[src/rtl/maria_bus_arbiter.sv]
// maria_bus_arbiter: hands the CPU address bus to the Maria DMA sequencer
// with bus-turnaround settling and a per-line DMA ownership budget.
module maria_bus_arbiter #(
   parameter int SETTLE_TICKS = 1,
   parameter int LINE_BUDGET  = 400
) (
   input  logic       clk_sys,
   input  logic       reset,
   input  logic       mclk1,
   input  logic       pclk1,
   input  logic       RW,
   input  logic       lrc,
   input  logic       dma_req,
   input  logic       dma_done,
   output logic       halt_b,
   output logic       drive_AB,
   output logic       dma_grant,
   output logic       dma_abort,
   output logic [8:0] halted_ticks
);

   typedef enum logic [2:0] {
      IDLE,
      HALT_REQ,
      SETTLE_IN,
      OWN,
      SETTLE_OUT
   } state_t;

   localparam logic [8:0] BUDGET      = 9'(LINE_BUDGET);
   localparam logic [1:0] SETTLE_LAST = 2'(SETTLE_TICKS - 1);
   localparam logic [8:0] SAT         = 9'h1ff;

   state_t     state;
   logic [1:0] settle_cnt;
   logic [8:0] budget;
   logic       rd_seen;

   logic       budget_inc;
   logic [8:0] budget_nxt;
   logic       exhausted;
   logic       budget_hit;
   logic       settling;
   logic       settle_done;
   logic       rd_strobe;

   assign budget_inc  = mclk1 && budget != SAT
                        && (state == SETTLE_IN || state == OWN);
   assign budget_nxt  = budget_inc ? budget + 9'd1 : budget;
   assign exhausted   = budget >= BUDGET;
   // A line reset on the same edge wipes the count, so it cannot hit.
   assign budget_hit  = state == OWN && !lrc && budget_nxt >= BUDGET;
   assign settling    = state == SETTLE_IN || state == SETTLE_OUT;
   assign settle_done = mclk1 && settle_cnt == SETTLE_LAST;
   assign rd_strobe   = pclk1 && RW;

   always_ff @(posedge clk_sys) begin
      if (reset) begin
         state        <= IDLE;
         halt_b       <= 1'b1;
         drive_AB     <= 1'b0;
         dma_grant    <= 1'b0;
         dma_abort    <= 1'b0;
         budget       <= '0;
         halted_ticks <= '0;
         settle_cnt   <= '0;
         rd_seen      <= 1'b0;
      end else begin
         dma_abort <= 1'b0;
         budget    <= lrc ? '0 : budget_nxt;

         if (lrc)
            halted_ticks <= '0;
         else if (mclk1 && !halt_b && halted_ticks != SAT)
            halted_ticks <= halted_ticks + 9'd1;

         if (mclk1 && settling)
            settle_cnt <= settle_cnt + 2'd1;

         unique case (state)
            IDLE: begin
               if (mclk1 && dma_req && !exhausted) begin
                  state  <= HALT_REQ;
                  halt_b <= 1'b0;
               end
            end
            HALT_REQ: begin
               // A read-phase strobe is remembered until the next Maria tick.
               if (!dma_req) begin
                  state   <= IDLE;
                  halt_b  <= 1'b1;
                  rd_seen <= 1'b0;
               end else if (mclk1 && (rd_seen || rd_strobe)) begin
                  state      <= SETTLE_IN;
                  drive_AB   <= 1'b1;
                  rd_seen    <= 1'b0;
                  settle_cnt <= '0;
               end else if (rd_strobe) begin
                  rd_seen <= 1'b1;
               end
            end
            SETTLE_IN: begin
               if (settle_done) begin
                  state     <= OWN;
                  dma_grant <= 1'b1;
               end
            end
            OWN: begin
               if (budget_hit || dma_done) begin
                  state      <= SETTLE_OUT;
                  drive_AB   <= 1'b0;
                  dma_grant  <= 1'b0;
                  dma_abort  <= budget_hit;
                  settle_cnt <= '0;
               end
            end
            SETTLE_OUT: begin
               if (settle_done) begin
                  state  <= IDLE;
                  halt_b <= 1'b1;
               end
            end
            default: begin
               state     <= IDLE;
               halt_b    <= 1'b1;
               drive_AB  <= 1'b0;
               dma_grant <= 1'b0;
            end
         endcase
      end
   end

endmodule
[config.mk]
export PLATFORM = sky130hd
export DESIGN_NAME = maria_bus_arbiter
export DESIGN_NICKNAME = d
export VERILOG_FILES = /design/src/rtl/maria_bus_arbiter.sv
export SDC_FILE = /design/constraint.sdc
export NUM_CORES = 1
export LEC_CHECK = 0
export ABC_AREA = 1
export CAP_MARGIN = 20
export CORE_UTILIZATION = 36
export DETAILED_ROUTE_END_ITERATION = 12
export DONT_BUFFER_PORTS = 1
export GPL_TIMING_DRIVEN = 0
export MAX_ROUTING_LAYER = met4
export PLACE_DENSITY = 0.62
export SETUP_SLACK_MARGIN = 0.5
export SYNTH_ARGS = -nofsm -noshare
export SYNTH_HDL_FRONTEND = slang
export SYNTH_SLANG_ARGS = --single-unit
[constraint.sdc]
create_clock -name clk_sys -period 5.2 [get_ports clk_sys]
set_input_delay 0.52 -clock clk_sys [delete_from_list [all_inputs] [get_ports clk_sys]]
set_output_delay 0.52 -clock clk_sys [all_outputs]
set_load 0.05 [all_outputs]
; ---- Word level (Yosys, flattened, before mapping)
; Cells that the tools add are included.
[word_totals]
elab_cells = 90
input_bits = 8
output_inout_bits = 13
register_bits = 28
[op_classes]
mux = 25
add_sub_neg = 3
n_lt_le_gt_ge = 2
reduce_logical = 31
n_eq_ne = 15
bitwise_logic = 5
[op_table]
columns = operator, count
row1 = $add A9 B1 Y9 const B, 2
row2 = $ge A9 B9 Y1 const B, 2
row3 = $mux W3, 6
row4 = $ne A9 B9 Y1 const B, 2
row5 = $pmux W3 S5, 1
row6 = $logic_and A1 B1 Y1, 12
row7 = $ne A2 B2 Y1 const B, 6
row8 = $mux W1, 9
row9 = $mux W9, 1
row10 = $reduce_or A3 Y1, 3
row11 = $mux W2, 4
row12 = $reduce_and A4 Y1, 2
row13 = $eq A3 B2 Y1 const B, 2
row14 = $pmux W1 S3, 2
row15 = $not A1 Y1, 5
row16 = $reduce_and A5 Y1, 1
row17 = $logic_or A1 B1 Y1, 4
row18 = $pmux W1 S4, 1
row19 = $pmux W2 S2, 1
row20 = $reduce_or A2 Y1, 2
row21 = $eq A3 B1 Y1 const B, 1
row22 = $eq A3 B3 Y1 const B, 1
row23 = $logic_not A1 Y1, 3
row24 = $logic_not A3 Y1, 1
row25 = other kinds (7), 7

; ---- Depth between registers and ports, before layout
[logic_depth]
depth_word = 9
ltp_mapped = 16
ltp_nobuf = 16

; ---- Worst setup path after synthesis
; Ideal clock, no wire load.
[synth_path]
kind = register to register
from = register halted_ticks[1]
to = register halted_ticks[7]
path_buffers = 0
setup_time_ns = 0.118
arrival_ns = 2.059
path_slack_ns = 3.023
t_required_ns = 5.082
period_less_slack_ns = 2.177
stages_incl_launch_ff = 16
path_cell_list = dfxtp_1 > ha_1 > inv_1 > nor3_1 > inv_1 > nor3_1 > ha_1 > nor3_4 > inv_2 > nor2_1 > nand3_1 > nor2_1 > nand2_1 > o21ai_1 > nand2_1 > nor2_1
[synth_via]
elab_chain_len = 2
word_cells_on_any_way = 3
classes_between = add/sub (1) / eq/ne (1) / reduce/logical (1)
[synth_rtl]
columns = item, line_no
row1 = "start, declared", 19  ; output logic [8:0] halted_ticks
row2 = "start signal, assigned", 75  ; halted_ticks <= halted_ticks + 9'd1;
row3 = branches (longest 2 deep; another with $add A9 B1 Y9), -
; Several ways; the timed one is not identified.
; A chain may end at the register's enable or synchronous reset.

; ---- Final worst setup path
[layout_path]
from = register halted_ticks[1]
to = register halted_ticks[5]
; Same word-level chain as after synthesis.

==> impl_metrics.csv <==
group,metric,value,unit
sta,finalSetupTns,0,ns
global_route,grt_max_degree,17,
clock_tree,cts_hold_buf,0,
floorplanning,rows,23,
drt,wl_met2,1321,microns
drt,via_per_inst,4.849,
outcome,status,"finished clean",
sta,skew,0.001214,ns
critical_path,slowest_delay,0.69,ns
drt,wl_met1,1525,microns
critical_path,crit_chain,"ha_1 > inv_1 > nor3_1 > inv_1 > nor3_1 > ha_1 > nor3_4 > inv_2 > nor2_1 > nand3_1 > nor2_1 > nand2_1 > o21ai_0 > a21oi_1",
critical_path,path_depth,14,
sta,period_needed,2.373,ns
critical_path,reg2reg_depth,14,
clock_tree,postCtsSetupBuffers,0,
clock_tree,cts_resized,0,
synthesis,seq_area_frac_synth,35.47,%
global_route,grt-ovfl-total,0,
critical_path,cp_top_family,"flip-flops",
power,p_leak,0.7212,nW
drt,drc_errors,0,
sta,max_freq,0.4214,GHz
flow_run,cap_violations,0,
critical_path,reg2reg_slack,2.83,ns
floorplanning,die_h,68.26,microns
critical_path,slowest_stage,"dfxtp_1",
hold_path,min_path_cells,1,
finish,utilization,41.65,%
clock_tree,cts_tree,"yes",
clock_tree,cts_root_buf,"clkbuf_8",
critical_path,r2r_start,"halted_ticks[1]",
synthesis,syn_area,1580,sq um
placement,place_congestion,0.8827,
power,ir_worst_vdd,0.2120,mV
floorplanning,io_pins,21,
global_route,grt_usage,16.07,%
sta,worst_pin_slew,0.6188,ns
placement,place_hpwl,2399,microns
clock_tree,clkLatencyLatePin,0.28,ns
floorplanning,dieWidth,68.26,microns
power,power.density,396.5,nW/um^2
critical_path,startpoint_type,"flip-flop",
critical_path,crit_required,5.42,ns
sta,drv_slew,0,
sta,min_period_over_period,45.64,%
critical_path,critical_path_buf_inv_count,3,
finish,fillers,437,
critical_path,critPathKind,"reg2reg",
placement,io_buffers,0,
synthesis,synth.yosys.warnings,0,
sta,setup_viol_count_final,0,
clock_tree,h-tree-depth,1,
finish,finish.net_count,249,
sta,rsz0062_at_grt,"no",
global_route,antenna_found_initial,0,
finish,layout-drive-gt1-share,10.68,%
drt,ant_nets,0,
finish,syn2layout_area_growth,8.472,%
drt,num_vias,1377,
floorplanning,core_area,4115,sq um
floorplanning,dieArea,4659,sq um
drt,wl_met3,201,microns
clock_tree,cts_made_buffers,3,
synthesis,synthesis.nets,244,
global_route,grt_pass1_wl,5444,microns
hold_path,worstHoldEndpoint,"state[0]",
drt,drt_first_pass_iters,4,
drt,drt-total-wl,3083,microns
sta,hold_viol,0,
clock_tree,clockBufferDepth,2,
global_route,grt_pass1_vias,1243,
clock_tree,clock-sinks,28,
finish,layout.cells.most_common,"nand2_1",
synthesis,ys_ff_latch,28,
sta,whs,0.2854,ns
synthesis,synthCells,230,
synthesis,avgSynthCellArea,6.871,sq um
critical_path,cp_max_fo,7,
synthesis,yosysUniqueCellTypes,28,
critical_path,arrival,2.59,ns
critical_path,crit_path_end_kind,"flip-flop",
critical_path,r2r_end,"halted_ticks[5]",
drt,drtIter0Drc,58,
hold_path,hp-class,"in2reg",
hold_path,min_from,"reset",
floorplanning,initial_core_util,38.40,%
finish,most-common-layout-cells,"nand2_1, inv_1, nor2_1",
sta,relSlewSlack,58.69,%
finish,diodes,0,
clock_tree,path_clk_slew,0.10,ns
drt,drt-wirelength-per-cell,10.86,microns
drt,routed.top_layer,"met4",
logic make-up after synthesis:
logic type                 share of synthesized area [%]
adders and majority gates                          4.750
DFF                                                35.47
AOI/OAI and AO/OA                                  10.69
buffers and inverters                              9.738
xor gates and xnor gates                          0.5543
and+or+nand+nor                                    38.80
power breakdown:
part | total (W) | switching (W) | internal [W]
Clock | 0.000173 | 0.0000703 | 0.000103
Combinational | 0.000218 | 0.000145 | 0.0000735
Sequential | 0.000288 | 0.0000505 | 0.000237
Yosys cell counts, drive strengths merged:
master / n / area, sq um
nand2: 48 / 217.7
inv: 40 / 150.1
nor2: 35 / 155.2
dfxtp: 28 / 560.5
nand3: 22 / 125.1
a21oi: 16 / 83.83
o21ai: 12 / 60.05
nor3: 8 / 51.30
ha: 6 / 75.07
nand4: 6 / 37.54
a211oi: 1 / 7.510
and3: 1 / 6.260
clkbuf: 1 / 3.750
nand3b: 1 / 7.510
nor4: 1 / 6.260
o211a: 1 / 10.01
o21bai: 1 / 7.510
or2: 1 / 6.260
xor2: 1 / 8.760
layer usage:
| metal | vias up | track usage (%) |
|---|---|---|
| li1 | 745 | - |
| met2 | 29 | 23.53 |
| met3 | 4 | 5.000 |
| met5 | - | - |
| met1 | 599 | 20.88 |
| met4 | 0 | 4.948 |
worst max path at each step:
stage	slack, ns	endpoint	startpoint
floorplan	3.02	halted_ticks[7]	halted_ticks[1]
global placement	2.83	halted_ticks[7]	halted_ticks[1]
detailed placement	2.81	halted_ticks[5]	halted_ticks[1]
CTS	2.78	halted_ticks[5]	halted_ticks[1]
global route	2.48	halted_ticks[5]	halted_ticks[1]
finish	2.83	halted_ticks[5]	halted_ticks[1]
cell type report:
cell class | instances | area [sq um] | share of cell area (%)
Tap cell | 50 | 62.56 | 3.650
Buffer | 1 | 3.754 | 0.2190
Inverter | 40 | 150.1 | 8.759
Clock buffer | 3 | 41.29 | 2.409
Clock inverter | 1 | 30.03 | 1.752
Multi-Input combinational cell | 161 | 865.8 | 50.51
Sequential cell | 28 | 560.5 | 32.70
flip-flops by register name, indices dropped and copies added, names as in the netlist:
register	count
drive_AB	1
settle_cnt	2
dma_grant	1
rd_seen	1
dma_abort	1
halted_ticks	9
budget	9
state	3
halt_b	1
metrics by stage:
| stage | setup slack [ns] | std cells | instance area [sq um] | total power (W) |
|---|---|---|---|---|
| 2_1_floorplan | 3.023 | 230 | 1580 | 0.0004703 |
| 3_3_place_gp | 2.826 | 280 | 1643 | 0.0005098 |
| 3_5_place_dp | 2.808 | 280 | 1643 | 0.0005100 |
| 4_1_cts | 2.782 | 284 | 1714 | 0.0006879 |
| 5_1_grt | 2.484 | 284 | 1714 | 0.0007384 |
| 6_report | 2.827 | 284 | 1714 | 0.0006797 |
Note: power is estimated with default switching activity, not from simulation.
